**src/rtl/shock_alarm_controller.sv**
```systemverilog
// Shock burst alarm: qualifies BURST_COUNT shock edges within a WINDOW_CYCLES window,
// holds alarm until acknowledged, then locks out for COOLDOWN_CYCLES. Optional SHOCK_TIMESTAMP_EN.
module shock_alarm_controller #(
    parameter int WINDOW_CYCLES   = 64,
    parameter int BURST_COUNT     = 3,
    parameter int COOLDOWN_CYCLES = 32
) (
    input  logic        clk,
    input  logic        reset,
    input  logic        shock_in,
    input  logic        alarm_ack,
    output logic        alarm,
    output logic [1:0]  state,
`ifdef SHOCK_TIMESTAMP_EN
    output logic [15:0] alarm_ts,
`endif
    output logic [7:0]  shock_total
);

    typedef enum logic [1:0] {
        IDLE     = 2'd0,
        WINDOW   = 2'd1,
        ALARM    = 2'd2,
        COOLDOWN = 2'd3
    } state_t;

    localparam logic [7:0] WIN_LAST  = 8'(WINDOW_CYCLES - 1);
    localparam logic [3:0] BURST_TGT = 4'(BURST_COUNT);
    localparam logic [7:0] CD_LAST   = (COOLDOWN_CYCLES == 0) ? 8'd0 : 8'(COOLDOWN_CYCLES - 1);

    state_t     st;
    logic       shock_prev;
    logic       shock_evt;
    logic [3:0] burst_cnt;
    logic [3:0] burst_inc;
    logic [7:0] win_cnt;
    logic [7:0] cd_cnt;
    logic       enter_alarm;

    assign state     = st;
    assign shock_evt = shock_in & ~shock_prev;
    assign burst_inc = burst_cnt + 4'd1;

    // Qualification wins over the window timeout, even on the last window cycle.
    always_comb begin
        enter_alarm = 1'b0;
        if (shock_evt) begin
            if (st == IDLE && BURST_COUNT == 1)
                enter_alarm = 1'b1;
            else if (st == WINDOW && burst_inc == BURST_TGT)
                enter_alarm = 1'b1;
        end
    end

    always_ff @(posedge clk or posedge reset) begin
        if (reset) begin
            st          <= IDLE;
            alarm       <= 1'b0;
            shock_total <= 8'd0;
            shock_prev  <= 1'b0;
            burst_cnt   <= 4'd0;
            win_cnt     <= 8'd0;
            cd_cnt      <= 8'd0;
        end else begin
            shock_prev <= shock_in;
            if (shock_evt && shock_total != 8'hFF)
                shock_total <= shock_total + 8'd1;

            if (enter_alarm) begin
                st        <= ALARM;
                alarm     <= 1'b1;
                burst_cnt <= 4'd0;
                win_cnt   <= 8'd0;
            end else begin
                case (st)
                    IDLE: begin
                        if (shock_evt) begin
                            st        <= WINDOW;
                            burst_cnt <= 4'd1;
                            win_cnt   <= 8'd1;
                        end
                    end
                    WINDOW: begin
                        if (win_cnt == WIN_LAST) begin
                            st        <= IDLE;
                            burst_cnt <= 4'd0;
                            win_cnt   <= 8'd0;
                        end else begin
                            win_cnt <= win_cnt + 8'd1;
                            if (shock_evt)
                                burst_cnt <= burst_inc;
                        end
                    end
                    ALARM: begin
                        burst_cnt <= 4'd0;
                        win_cnt   <= 8'd0;
                        if (alarm_ack) begin
                            alarm  <= 1'b0;
                            cd_cnt <= 8'd0;
                            st     <= (COOLDOWN_CYCLES == 0) ? IDLE : COOLDOWN;
                        end
                    end
                    COOLDOWN: begin
                        burst_cnt <= 4'd0;
                        win_cnt   <= 8'd0;
                        if (cd_cnt == CD_LAST) begin
                            st     <= IDLE;
                            cd_cnt <= 8'd0;
                        end else begin
                            cd_cnt <= cd_cnt + 8'd1;
                        end
                    end
                    default: begin
                        st    <= IDLE;
                        alarm <= 1'b0;
                    end
                endcase
            end
        end
    end

`ifdef SHOCK_TIMESTAMP_EN
    logic [15:0] ts_cnt;

    // alarm_ts holds the counter value sampled on the edge that enters ALARM.
    always_ff @(posedge clk or posedge reset) begin
        if (reset) begin
            ts_cnt   <= 16'd0;
            alarm_ts <= 16'd0;
        end else begin
            ts_cnt <= ts_cnt + 16'd1;
            if (enter_alarm)
                alarm_ts <= ts_cnt;
        end
    end
`endif

endmodule
```
**config.mk**
```make
export PLATFORM = sky130hd
export DESIGN_NAME = shock_alarm_controller
export DESIGN_NICKNAME = d
export VERILOG_FILES = /design/src/rtl/shock_alarm_controller.sv
export SDC_FILE = /design/constraint.sdc
export NUM_CORES = 1
export LEC_CHECK = 0
export CORE_MARGIN = 2
export CORE_UTILIZATION = 35
export CTS_CLUSTER_SIZE = 10
export DETAILED_ROUTE_END_ITERATION = 8
export PLACE_DENSITY = 0.61
export SYNTH_ARGS = -nofsm -noshare
export SYNTH_HDL_FRONTEND = slang
export SYNTH_SLANG_ARGS = --single-unit
```
**constraint.sdc**
```tcl
create_clock -name clk -period 2 [get_ports clk]
set_input_delay 0.4 -clock clk [delete_from_list [all_inputs] [get_ports clk]]
set_output_delay 0.4 -clock clk [all_outputs]
set_load 0.02 [all_outputs]
```
# Yosys cells after proc, flatten, opt, wreduce, memory -nomap -nowiden
# Index checks and enable logic that the tools add are counted.
# word_totals
regBits	32
output_inout_bits	11
inputBits	4
# op_classes
reduce_logical	11
mux	23
eq_ne	13
addsub	4
bitwise	3
# ops
operator	n
2-to-1 mux 8 bit	5
adder 8 x 1 -> 8 bit (second input constant)	3
case mux 8 bit (3 select lines)	1
2-to-1 mux 4 bit	4
case mux 8 bit (2 select lines)	1
case mux 4 bit (3 select lines)	1
2-to-1 mux 2 bit	5
!= test 3 bit (second input constant)	3
== test 8 x 5 -> 1 bit (second input constant)	1
== test 8 x 6 -> 1 bit (second input constant)	1
!= test 8 bit (second input constant)	1
case mux 2 bit (4 select lines)	1
nonzero test 2 bit	3
2-to-1 mux 1 bit	5
adder 4 x 1 -> 4 bit (second input constant)	1
== test 2 bit (second input constant)	2
== test 4 x 2 -> 1 bit (second input constant)	1
!= test 4 x 3 -> 1 bit (second input constant)	1
AND reduction 2 bit	2
AND reduction 4 bit	1
!= test 3 x 2 -> 1 bit (second input constant)	1
AND reduction 3 bit	1
== test 2 x 1 -> 1 bit (second input constant)	1
logical AND 1 bit	2
other kinds (5)	6

# Longest topological paths before layout
# Gate-level depths: netlist (run 1).
# logic_depth
ltp_word	7
mapped_depth	7

# Least setup slack after synthesis (run 1)
# Ideal clock, no wire load.
# synth_path
path_type	register to register
from	reg shock_total[0]
to	reg shock_total[1]
setup_ns	0.125
path_slack_ns	0.275
stages_incl_launch_ff	6
arrival_time_ns	1.600
period_less_slack_ns	1.725
n_path_buf	0
required_ns	1.875
path_cell_list	dfrtp_1 > ha_1 > nand2_1 > nor2_1 > a31oi_1 > mux2_2
# synth_via
elab_chain_len	2
# synth_lines
item	line_no	text
start, declared	17	output logic [7:0] shock_total
start signal, assigned	67	shock_total <= shock_total + 8'd1;
branches (longest 2 deep; another with adder 8 x 1 -> 8 bit)	--	
# Several ways; the timed one is not identified.
# A chain may end at the register's enable or synchronous reset.

# Final worst setup path (run 1)
# layout_path
from	reg win_cnt[0]
to	reg win_cnt[3]
# layout_via
elab_chain_len	4
# layout_lines
item	line_no	text
start, declared	36	logic [7:0] win_cnt;
start signal, assigned	89	win_cnt <= win_cnt + 8'd1;
adder 8 x 1 -> 8 bit / == test 8 x 6 -> 1 bit (equally long branches)	89, 84	
2-to-1 mux 8 bit *	84	if (win_cnt == WIN_LAST) begin
case mux 8 bit (3 select lines) *	75	case (st)
2-to-1 mux 8 bit *	69	if (enter_alarm) begin
# Every way passes the cells marked *; elsewhere a longest branch is shown, timed or not.

==> impl_metrics.tcl, run 1 <==
set metrics [dict create \
    status "finished clean" \
    fp.dieH_um 72.1 \
    crit_fanout 9 \
    rr_endpoint "win_cnt[3]$_DFFE_PP0P_" \
    yosysMostFrequentCell "dfrtp_1" \
    cts_tree "done" \
    yosys-top-cells-count "32 x dfrtp_1, 22 x nand2_1, 15 x o21ai_0" \
    synthArstFlopShare_pct 100 \
    path_class "flop to flop" \
    regToRegSetupSlack_ps 160 \
    routabilityCongestion 0.853 \
    synth_seq_cells 32 \
    synth.avg_cell_area_sq_um 9.95 \
    grt_overflow 0 \
    hold_viol_final 0 \
    r2r_cells 7 \
    fin_area_sq_um 1990 \
    place_area_sq_um 1900 \
    critPathArrivalTime_ps 2010 \
    required_ps 2170 \
    whs_ps 499 \
    synth.cell_area_sq_um 1620 \
    r2r-start "win_cnt[0]$_DFFE_PP0P_" \
    via_count 1303 \
    place_hpwl_mm 2.53 \
    n_antenna_cell 0 \
    drt_iter0_markers 75 \
    path_clk_slew_ps 60 \
    yosysTopAreaCell "dfrtp_1" \
    worst_slew_pin_slew_ps 418 \
    slew_headroom_pct 71.9 \
    ys_warn_count 0 \
    period_needed_ps 1840 \
    grt_pass1_vias 1324 \
    holdCritPathClass "input port to asynchronous set/reset pin" \
    htree_levels 2 \
    die-area_sq_um 5190 \
    final.setup.tns_ps 0 \
    clock_latency_ps 280 \
    yosysTopAreaCellShare_pct 49.4 \
    period_share_pct 92.1 \
    dr.pass1.iters 4 \
    final_net_count 202 \
    ys_seq_area_share_pct 49.4 \
    antenna_found_initial 0 \
    grt_pass1_wl_mm 6.24 \
    hold_buffers 0 \
    syn_nets 172 \
    row_count 24 \
    slew_viol_final 0 \
    rsz0062_at_grt "false" \
    final_antenna_net_count 0 \
    cts-root-buf "clkbuf_8" \
    fin_skew_ps 3.16 \
    setup_viol_count_final 0 \
    crit_path_cell_trace "ha_1, nand3_2, o41ai_4, a41o_1, buf_4, o21ai_0, a21o_1" \
    ir_drop_v 0.000727 \
    drive_gt1_share_pct 13.9 \
    cts_buffers 5 \
    cts.path.max_buffers 2 \
    wirelength_mm 3.47 \
    cap_violations 0 \
    port_buffers 14 \
    ctsResizeCount 0 \
    critPathCaptureType "flop" \
    grt.total_usage_pct 15.4 \
    cp_slowest_cell "dfrtp_1" \
    area_growth_pct 22.8 \
    drt-wirelength-per-cell_um 14.1 \
    io-pin-count 15 \
    start_util_pct 36.7 \
    synth_flop_cell "dfrtp_1" \
    synth_edf_count 0 \
    p_leak_nw 0.869 \
    post_cts_buffers 0 \
    fmaxAchievable_mhz 543 \
    clock_sinks 32 \
    synthDistinctLibCells 38 \
    drc_errors 0 \
    netlist_instances 163 \
    max_stage_delay_ps 390 \
    via_per_inst 5.30 \
    die_x_um 72.1 \
    grt_max_degree 33 \
    cp-start-kind "flop" \
    power_density_nw_per_um2 1270 \
    coreArea_sq_um 4410 \
    yosys-top-cells-area "dfrtp_1 49%, nand2_1 5.1%, o21ai_0 4.6%" \
]
-- logic make-up after synthesis --
group | synth area share (%)
AO/OA/AOI/OAI | 16.9
adder cells (fa/ha/maj) | 3.86
XOR/XNOR | 7.56
flip-flops | 49.4
multiplexers | 0.694
buffers and inverters | 2.39
AND/OR/NAND/NOR | 19.2
-- where the power goes --
part	internal, mW	switching [mW]
Combinational	0.472	0.520
Sequential	0.822	0.208
Clock	0.280	0.224
-- worst max-delay path, delay by kind of cell (launching register included) --
kind,cells,cell delay [ps]
buffers and inverters,1,170
adder cells (fa/ha/maj),1,220
AND/OR/NAND/NOR,1,150
AO/OA/AOI/OAI,4,810
flip-flops,1,390
-- routing by layer --
layer	GRT usage (%)	wire length [um]	vias to the layer above
met4	6.71	42	0
met5	0	0	-
met3	4.31	104	4
li1	-	-	644
met1	19.9	1720	635
met2	24.4	1610	20
-- registers in the layout, summed over array words and instances (netlist names) --
register and flops:
alarm 1, burst_cnt 4, shock_total 8, cd_cnt 8, shock_prev 1, win_cnt 8, state 2
-- per-stage QoR --
step	instances	setup slack (ps)	power (mW)	utilization, %
after floorplan	163	275	1.61	-
after global placement	238	32.9	1.99	43.0
after detailed placement	238	9.23	2.02	43.0
after CTS	246	87.0	2.54	45.0
after global routing	246	7.27	2.72	45.1
final	246	157	2.53	45.1
-- final cells by class --
type,count,area [sq um]
clock buffer,8,90.1
sequential,32,801
timing repair buffer,26,230
inverter,5,18.8
multi-input combinational,123,786
fill,421,2420
tap,52,65.1
-- cell usage in the layout, fill, tap and decap left out, types with 2 or more instances in the layout --
cell type / instances
clkdlybuf4s50_1: 14
nand2_1: 22
xnor2_1: 8
o21ai_0: 15
inv_1: 4
clkbuf_8: 6
nor4_1: 2
o31ai_1: 5
nor3_1: 4
xor2_1: 6
a21oi_1: 4
dfrtp_1: 32
nor2_1: 11
ha_1: 5
a21o_1: 3
nand4_1: 5
buf_4: 12
a22o_1: 2
nand2b_1: 3
nand3_1: 9
nor3b_1: 2
clkbuf_1: 2
-- how the worst max path moves through the flow --
stage | start | end | slack (ps)
after floorplan | shock_total[0]$_DFFE_PP0P_ | shock_total[1]$_DFFE_PP0P_ | 280
after global placement | shock_in | win_cnt[3]$_DFFE_PP0P_ | 30
after detailed placement | shock_in | win_cnt[3]$_DFFE_PP0P_ | 9
after CTS | cd_cnt[0]$_DFFE_PP0P_ | cd_cnt[5]$_DFFE_PP0P_ | 90
after global routing | win_cnt[0]$_DFFE_PP0P_ | win_cnt[5]$_DFFE_PP0P_ | 7
final | win_cnt[0]$_DFFE_PP0P_ | win_cnt[3]$_DFFE_PP0P_ | 160
Note: power is estimated with default switching activity, not from simulation.
==> run 2: changes to the inputs <==
--- a/config.mk
+++ b/config.mk
@@ -10,6 +10,7 @@
 export CTS_CLUSTER_SIZE = 10
 export DETAILED_ROUTE_END_ITERATION = 8
 export PLACE_DENSITY = 0.61
+export SLEW_MARGIN = 20
 export SYNTH_ARGS = -nofsm -noshare
 export SYNTH_HDL_FRONTEND = slang
 export SYNTH_SLANG_ARGS = --single-unit
==> results of run 2 <==
Final layout, timing and power as in run 1 (identical DEF).
